File: src/rtl/uart_tx_arbiter_if.sv
// Byte-source / transmitter bundle for uart_tx_arbiter.
// The slave modport is the arbiter's view; master is the surrounding logic's view.
interface uart_tx_arbiter_if #(
  parameter int N_REQ = 2
);
  logic [N_REQ-1:0]   req_valid_i;
  logic [8*N_REQ-1:0] req_data_i;
  logic [N_REQ-1:0]   req_ready_o;
  logic [7:0]         tx_data_o;
  logic               tx_start_o;
  logic               tx_busy_i;
  logic [N_REQ-1:0]   grant_o;
  logic               busy_o;
  logic               timeout_o;
  logic [15:0]        frames_o;

  modport slave (
    input  req_valid_i, req_data_i, tx_busy_i,
    output req_ready_o, tx_data_o, tx_start_o, grant_o, busy_o, timeout_o, frames_o
  );

  modport master (
    output req_valid_i, req_data_i, tx_busy_i,
    input  req_ready_o, tx_data_o, tx_start_o, grant_o, busy_o, timeout_o, frames_o
  );
endinterface

File: src/rtl/uart_tx_arbiter.sv
// Round-robin arbiter sharing one UART transmitter among N_REQ byte sources,
// one byte per frame, with busy-rise timeout and an enforced inter-frame gap.
module uart_tx_arbiter #(
  parameter int N_REQ        = 2,
  parameter int BUSY_TIMEOUT = 16,
  parameter int GAP_CYCLES   = 0
) (
  input  logic               clk_i,
  input  logic               rst_i,
  uart_tx_arbiter_if.slave   bus
);

  localparam int PW      = (N_REQ > 1) ? $clog2(N_REQ) : 1;
  localparam int CMAX    = (BUSY_TIMEOUT > GAP_CYCLES) ? BUSY_TIMEOUT : GAP_CYCLES;
  localparam int CW      = $clog2(CMAX + 1);
  localparam int GAP_LEN = (GAP_CYCLES > 0) ? GAP_CYCLES : 1;

  typedef enum logic [2:0] {
    S_IDLE, S_ACCEPT, S_START, S_WAIT_BUSY, S_WAIT_DONE, S_GAP
  } state_t;

  state_t           r_state, w_state_next;
  logic [PW-1:0]    r_ptr, w_ptr_next;
  logic [PW-1:0]    r_gidx, w_gidx_next;
  logic [N_REQ-1:0] r_grant, w_grant_next;
  logic [7:0]       r_data, w_data_next;
  logic [CW-1:0]    r_cnt, w_cnt_next;
  logic [15:0]      r_frames, w_frames_next;

  logic [N_REQ-1:0] w_ready;
  logic             w_start;
  logic             w_timeout;
  logic             w_pick_found;
  logic [PW-1:0]    w_pick_idx;
  logic [7:0]       w_req_byte [N_REQ];

  genvar gi;
  generate
    for (gi = 0; gi < N_REQ; gi++) begin : g_byte
      assign w_req_byte[gi] = bus.req_data_i[8*gi +: 8];
    end
  endgenerate

  // Search starts just after the last served requester, so it ranks lowest.
  always_comb begin
    logic [PW-1:0] idx;
    idx          = '0;
    w_pick_found = 1'b0;
    w_pick_idx   = '0;
    for (int k = 1; k <= N_REQ; k++) begin
      idx = PW'((int'(r_ptr) + k) % N_REQ);
      if (!w_pick_found && bus.req_valid_i[idx]) begin
        w_pick_found = 1'b1;
        w_pick_idx   = idx;
      end
    end
  end

  always_comb begin
    w_state_next  = r_state;
    w_ptr_next    = r_ptr;
    w_gidx_next   = r_gidx;
    w_grant_next  = r_grant;
    w_data_next   = r_data;
    w_cnt_next    = r_cnt;
    w_frames_next = r_frames;
    w_ready       = '0;
    w_start       = 1'b0;
    w_timeout     = 1'b0;

    case (r_state)
      S_IDLE: begin
        if (w_pick_found) begin
          w_gidx_next  = w_pick_idx;
          w_grant_next = {{(N_REQ-1){1'b0}}, 1'b1} << w_pick_idx;
          w_state_next = S_ACCEPT;
        end
      end
      S_ACCEPT: begin
        w_ready = r_grant;
        if (bus.req_valid_i[r_gidx]) begin
          w_data_next  = w_req_byte[r_gidx];
          w_ptr_next   = r_gidx;
          w_state_next = S_START;
        end else begin
          w_grant_next = '0;
          w_state_next = S_IDLE;
        end
      end
      S_START: begin
        w_start      = 1'b1;
        w_cnt_next   = '0;
        w_state_next = S_WAIT_BUSY;
      end
      S_WAIT_BUSY: begin
        if (bus.tx_busy_i) begin
          w_state_next = S_WAIT_DONE;
        end else if (r_cnt == CW'(BUSY_TIMEOUT - 1)) begin
          w_timeout    = 1'b1;
          w_grant_next = '0;
          w_cnt_next   = '0;
          w_state_next = S_GAP;
        end else begin
          w_cnt_next = r_cnt + 1'b1;
        end
      end
      S_WAIT_DONE: begin
        if (!bus.tx_busy_i) begin
          w_frames_next = r_frames + 16'd1;
          w_grant_next  = '0;
          w_cnt_next    = '0;
          w_state_next  = S_GAP;
        end
      end
      S_GAP: begin
        if (r_cnt == CW'(GAP_LEN - 1)) begin
          w_state_next = S_IDLE;
        end else begin
          w_cnt_next = r_cnt + 1'b1;
        end
      end
      default: begin
        w_grant_next = '0;
        w_state_next = S_IDLE;
      end
    endcase
  end

  always_ff @(posedge clk_i or negedge rst_i) begin
    if (!rst_i) begin
      r_state  <= S_IDLE;
      r_ptr    <= PW'(N_REQ - 1);
      r_gidx   <= '0;
      r_grant  <= '0;
      r_data   <= '0;
      r_cnt    <= '0;
      r_frames <= '0;
    end else begin
      r_state  <= w_state_next;
      r_ptr    <= w_ptr_next;
      r_gidx   <= w_gidx_next;
      r_grant  <= w_grant_next;
      r_data   <= w_data_next;
      r_cnt    <= w_cnt_next;
      r_frames <= w_frames_next;
    end
  end

  assign bus.req_ready_o = w_ready;
  assign bus.tx_start_o  = w_start;
  assign bus.timeout_o   = w_timeout;
  assign bus.tx_data_o   = r_data;
  assign bus.grant_o     = r_grant;
  assign bus.frames_o    = r_frames;
  assign bus.busy_o      = (r_state != S_IDLE);

endmodule
File: src/flat_wrapper.sv
// flat-port wrapper written by rule: the top's interface ports become plain ports
module uart_tx_arbiter_flat 
#(
  parameter int N_REQ        = 2,
  parameter int BUSY_TIMEOUT = 16,
  parameter int GAP_CYCLES   = 0
)
  (clk_i, rst_i, bus_req_valid_i, bus_req_data_i, bus_tx_busy_i, bus_req_ready_o, bus_tx_data_o, bus_tx_start_o, bus_grant_o, bus_busy_o, bus_timeout_o, bus_frames_o);
  uart_tx_arbiter_if #(.N_REQ(N_REQ)) bus_i ();
  input  logic clk_i;
  input  logic rst_i;
  input wire logic [$bits(bus_i.req_valid_i)-1:0] bus_req_valid_i;
  input wire logic [$bits(bus_i.req_data_i)-1:0] bus_req_data_i;
  input wire logic [$bits(bus_i.tx_busy_i)-1:0] bus_tx_busy_i;
  output wire logic [$bits(bus_i.req_ready_o)-1:0] bus_req_ready_o;
  output wire logic [$bits(bus_i.tx_data_o)-1:0] bus_tx_data_o;
  output wire logic [$bits(bus_i.tx_start_o)-1:0] bus_tx_start_o;
  output wire logic [$bits(bus_i.grant_o)-1:0] bus_grant_o;
  output wire logic [$bits(bus_i.busy_o)-1:0] bus_busy_o;
  output wire logic [$bits(bus_i.timeout_o)-1:0] bus_timeout_o;
  output wire logic [$bits(bus_i.frames_o)-1:0] bus_frames_o;
  assign bus_i.req_valid_i = bus_req_valid_i;
  assign bus_i.req_data_i = bus_req_data_i;
  assign bus_i.tx_busy_i = bus_tx_busy_i;
  assign bus_req_ready_o = bus_i.req_ready_o;
  assign bus_tx_data_o = bus_i.tx_data_o;
  assign bus_tx_start_o = bus_i.tx_start_o;
  assign bus_grant_o = bus_i.grant_o;
  assign bus_busy_o = bus_i.busy_o;
  assign bus_timeout_o = bus_i.timeout_o;
  assign bus_frames_o = bus_i.frames_o;
  uart_tx_arbiter #(.N_REQ(N_REQ), .BUSY_TIMEOUT(BUSY_TIMEOUT), .GAP_CYCLES(GAP_CYCLES)) u_core (.clk_i(clk_i), .rst_i(rst_i), .bus(bus_i));
endmodule
File: config.mk
export PLATFORM = sky130hd
export DESIGN_NAME = uart_tx_arbiter_flat
export DESIGN_NICKNAME = d
export VERILOG_FILES = /design/src/rtl/uart_tx_arbiter_if.sv /design/src/rtl/uart_tx_arbiter.sv /design/src/flat_wrapper.sv
export SDC_FILE = /design/constraint.sdc
export NUM_CORES = 1
export LEC_CHECK = 0
export CAP_MARGIN = 20
export CORE_MARGIN = 2
export CORE_UTILIZATION = 43
export DETAILED_ROUTE_END_ITERATION = 6
export GPL_ROUTABILITY_DRIVEN = 0
export PLACE_DENSITY_LB_ADDON = 0.2
export SETUP_SLACK_MARGIN = 0.05
export SYNTH_ARGS = -nofsm -noshare
export SYNTH_HDL_FRONTEND = slang
export SYNTH_SLANG_ARGS = --single-unit
File: constraint.sdc
create_clock -name clk_i -period 1.66 [get_ports clk_i]
set_clock_uncertainty 0.1 [all_clocks]
set_input_delay 0.166 -clock clk_i [delete_from_list [all_inputs] [get_ports clk_i]]
set_output_delay 0.166 -clock clk_i [all_outputs]
set_load 0.03 [all_outputs]
Yosys cells after proc, flatten, opt, wreduce, memory -nomap -nowiden
Index checks and enable logic that the tools add are counted.
- word-level logic and storage cells: 82
- bits in registers: 36
- output and inout bits: 31
- bits of input ports: 21
- $lt $le $gt $ge: 4
- multiplexer cells: 36
- eq/ne operators: 14
- reductions and logical operators: 13
- shifts and indexed selects: 1
- bitwise logic cells: 3
- add/sub/neg operators: 4
- operator list (operator ; number):
    8-bit two-way mux ; 3
    5-bit two-way mux ; 4
    5-bit case mux with 4 select lines ; 1
    3-bit case mux with 6 select lines ; 1
    16-bit by 1-bit adder with 16-bit output (second input constant) ; 1
    3-bit two-way mux ; 5
    1-bit two-way mux ; 14
    2-bit two-way mux ; 7
    2-bit case mux with 5 select lines ; 1
    2-bit inequality test (second input constant) ; 4
    4-bit AND reduction ; 2
    3-bit by 2-bit equality test with 1-bit output (second input constant) ; 2
    3-bit equality test (second input constant) ; 2
    1-bit by 2-bit less-than comparator with 1-bit output (second input constant) ; 3
    2-bit by 1-bit inequality test with 1-bit output (second input constant) ; 3
    2-bit AND reduction ; 3
    6-bit AND reduction ; 1
    5-bit by 1-bit adder with 5-bit output (second input constant) ; 1
    5-bit by 4-bit equality test with 1-bit output (second input constant) ; 1
    5-bit logical NOT ; 1
    4-bit nonzero test ; 1
    3-bit by 1-bit equality test with 1-bit output (second input constant) ; 1
    3-bit logical NOT ; 1
    3-bit by 2-bit inequality test with 1-bit output (second input constant) ; 1
    9 further kinds ; 11

Logic depth before layout (Yosys ltp)
- depth after elaboration: 10
- mapped depth: 6
- mapped depth without buffers: 6

Least setup slack after synthesis
OpenSTA, ideal clock, no wires.
- path kind: register to register
- start point: register u_core.r_state[1]
- end point: register u_core.r_frames[9], in the netlist u_core.bus.frames_o[9]
- setup slack: -0.115 ns
- period minus slack after synthesis: 1.775 ns
- library setup time: 0.133 ns
- stages on the path, launching flop included: 7
- arrival: 1.541 ns
- data required time: 1.427 ns
- buffers on the path: 2
- path through: dfrtp_1 buf_6 nor4b_4 and4_1 buf_4 nand4_1 xnor2_1
- word-level cells in the longest chain between the ends: 2
- RTL lines (item ; RTL line ; source):
    start: declaration ; uart_tx_arbiter.sv:22 ; state_t r_state, w_state_next;
    start signal: assignment ; uart_tx_arbiter.sv:139 ; r_state <= w_state_next;
    3-bit equality test ; uart_tx_arbiter.sv:71 ; case (r_state)
    2-bit AND reduction (no line) ; -- ;
    end signal: assignment ; uart_tx_arbiter.sv:145 ; r_frames <= w_frames_next;
    end: declaration ; uart_tx_arbiter.sv:28 ; logic [15:0] r_frames, w_frames_next;
Every way passes these cells.
A chain may end at the register's enable or synchronous reset.

Worst setup path after layout
- start point: register u_core.r_frames[4], in the netlist u_core.bus.frames_o[4]
- end point: register u_core.r_frames[15], in the netlist u_core.bus.frames_o[15]
- word-level cells in the longest chain between the ends: 1
- RTL lines (item ; RTL line ; source):
    16-bit by 1-bit adder with 16-bit output ; uart_tx_arbiter.sv:109 ; w_frames_next = r_frames + 16'd1;
Every way passes these cells.

==> impl_metrics.tcl <==
set metrics [dict create \
    status "finished, violations left" \
    violations "negative setup slack" \
    hold_slack_ns 0.148 \
    tns_ns -1.27 \
    h-tree-depth 2 \
    synth.cell_area_um2 1860 \
    area_growth_pct 68.2 \
    synth-edff-count 0 \
    fmax_mhz 561 \
    drt_first_pass_iters 4 \
    worstPathRequired_ns 1.74 \
    core_area_um2 4090 \
    postCtsHoldBufs 0 \
    grtUsageTotal_pct 20.0 \
    synth_ff_type "dfrtp_1" \
    fp.dieH_um 69.7 \
    worstSetupStartpointType "flop" \
    root_buffer "clkbuf_8" \
    route.detailed.drc 0 \
    fin_crit_sh_pct 107 \
    finalPower_w 0.00454 \
    cts_tree "done" \
    ant_nets 0 \
    endpoint_kind "flop" \
    portBuffers 51 \
    grt_pass1_vias 1689 \
    synth.distinct_cells 44 \
    fin_crit_ns 1.78 \
    grt_max_degree 37 \
    path_class "reg2reg" \
    fin_cells 320 \
    vdd_drop_max_mv 0.706 \
    slew_headroom_pct 62.5 \
    synth-seq-cells 36 \
    leakage_nw 1.54 \
    crit_path_max_fanout 6 \
    ys_async_sr_fraction_pct 100 \
    ys_warn_count 0 \
    antenna_found_initial 0 \
    vias 1774 \
    syn_inst 177 \
    nets 294 \
    path_clk_slew_ns 0.07 \
    synth.area.top_cells "dfrtp_1 (47%), xnor2_1 (6.1%), mux2i_1 (5.9%), nand2_1 (3.6%), o21ai_0 (3.5%)" \
    via_per_inst 5.54 \
    drt_iter0_markers 128 \
    crit_start "u_core.bus.frames_o[4]" \
    hold_class "in2async" \
    ios 52 \
    initial_core_util_pct 45.4 \
    rsz0062_at_grt "yes" \
    hold_violations 0 \
    cp.arrival_ns 1.86 \
    regToRegStartpoint "u_core.bus.frames_o[4]" \
    finalWorstSetupSlack_ns -0.123 \
    wl_per_cell_um 16.2 \
    syn-num-nets 202 \
    maxCapViolCount 0 \
    die_area_um2 4860 \
    fp-row-count 23 \
    tightest_slew_ns 0.560 \
    grt_remaining_overflow 0 \
    syn_avg_cell_area_um2 10.5 \
    ys_seq_area_share_pct 48.6 \
    dpl.hpwl_um 3160 \
    place_inst 292 \
    grt_pass1_wl_um 7780 \
    max-clock-path-buffers 2 \
    power_density_nw_per_um2 1450 \
    die_w_um 69.7 \
    drive_gt1_share_pct 35.2 \
    insertion_delay_ns 0.29 \
    cts_inserted_buffers 5 \
    synth.top_cell.area_share_pct 47.2 \
    final-setup-viol-count 23 \
    wirelength_um 5200 \
    r2r_cells 4 \
    synth.largest_area_cell "dfrtp_1" \
    diodes 0 \
    clock_sinks 36 \
    final_max_slew_viol_count 0 \
]
-- kinds of logic (layout without fill, tap and decap cells) --
kind of cell | Yosys count | in the layout | share of synthesized area (%)
AND/OR/NAND/NOR | 57 | 57 | 17.3
AO/OA/AOI/OAI | 36 | 36 | 12.9
flip-flops | 36 | 36 | 48.6
XOR/XNOR | 16 | 16 | 7.55
buffers and inverters | 15 | 108 | 3.84
multiplexers | 13 | 13 | 7.14
adder cells (fa/ha/maj) | 4 | 4 | 2.70
-- power by group --
part | internal (W) | switching [W] | leakage, nW
Sequential | 0.00111 | 0.000189 | 0.471
Clock | 0.000445 | 0.000306 | 0.0552
Combinational | 0.00120 | 0.00129 | 1.01
Total | 0.00276 | 0.00178 | 1.54
-- area by class of cell --
cell class | count | area [um^2]
multi-input combinational | 126 | 1100
fill | 264 | 963
timing repair buffer | 93 | 921
sequential | 36 | 905
clock buffer | 6 | 72.6
tap | 50 | 62.6
clock inverter | 2 | 35.0
inverter | 7 | 28.8
-- metal layers --
layer	routed length [um]	GRT usage, %	up-vias	share of wire, %
li1	-	-	818	-
met5	0	0	-	0
met2	2710	34.6	59	52
met3	252	5.52	16	4.8
met1	2090	23.0	881	40
met4	150	9.19	0	2.9
-- worst paths after layout --
check / end / slack, ns
setup reg to reg: u_core.bus.frames_o[15] / -0.12
hold reg to reg: u_core.bus.tx_data_o[5] / 0.38
max in group asynchronous: u_core.r_ptr / 1.06
hold / removal: u_core.bus.frames_o[4] / 0.15
setup / recovery: u_core.bus.frames_o[15] / -0.12
min in group clk_i: u_core.bus.tx_data_o[5] / 0.38
-- state kept, by name (all words and copies together) (netlist names) --
register	cells
u_core.bus.tx_data_o	8
u_core.bus.grant_o	2
u_core.r_gidx	1
u_core.bus.frames_o	16
u_core.r_cnt	5
u_core.r_ptr	1
u_core.r_state	3
-- cell usage after synthesis (all sizes together) (3+ instances only) --
cell	instances
nor3	3
nand4	5
ha	4
clkbuf	3
nand3	8
nand2	18
o21ai	14
xnor2	13
and2	3
nor2	5
a21oi	6
buf	5
inv	7
nand2b	3
mux2i	11
dfrtp	35
xor2	3
-- cells in the final DEF (no fill, tap or decap), types with 6 or more instances in the layout --
master	n
dfrtp_1	33
buf_4	27
clkdlybuf4s50_1	21
buf_6	16
dlygate4sd2_1	16
mux2i_1	11
xnor2_1	11
nand2_1	11
dlymetal6s2s_1	9
a21oi_1	6
-- stage by stage --
stage,utilization (%),setup WS [ns],cell area [um^2]
final,76.4,-0.123,3120
after global routing,76.4,-0.211,3120
after CTS,71.2,-0.112,2910
after detailed placement,63.1,-0.215,2580
after global placement,63.1,-0.180,2580
after floorplan,-,-0.0577,1890
-- worst max-delay path: stages (launching register included) --
cell and delay (ns):
dfrtp_1 0.49, nand4_1 0.19, nor3_2 0.51, nand4_1 0.22
xnor2_1 0.16
-- repair_timing --
action | 4_1_cts | 5_1_grt
pin swaps | 14 | 23
buffers inserted | 14 | 6
cloned | 0 | 2
setup endpoints to repair | 33 | 46
resized for setup | 49 | 57
Power figures use the tool's default switching activity.
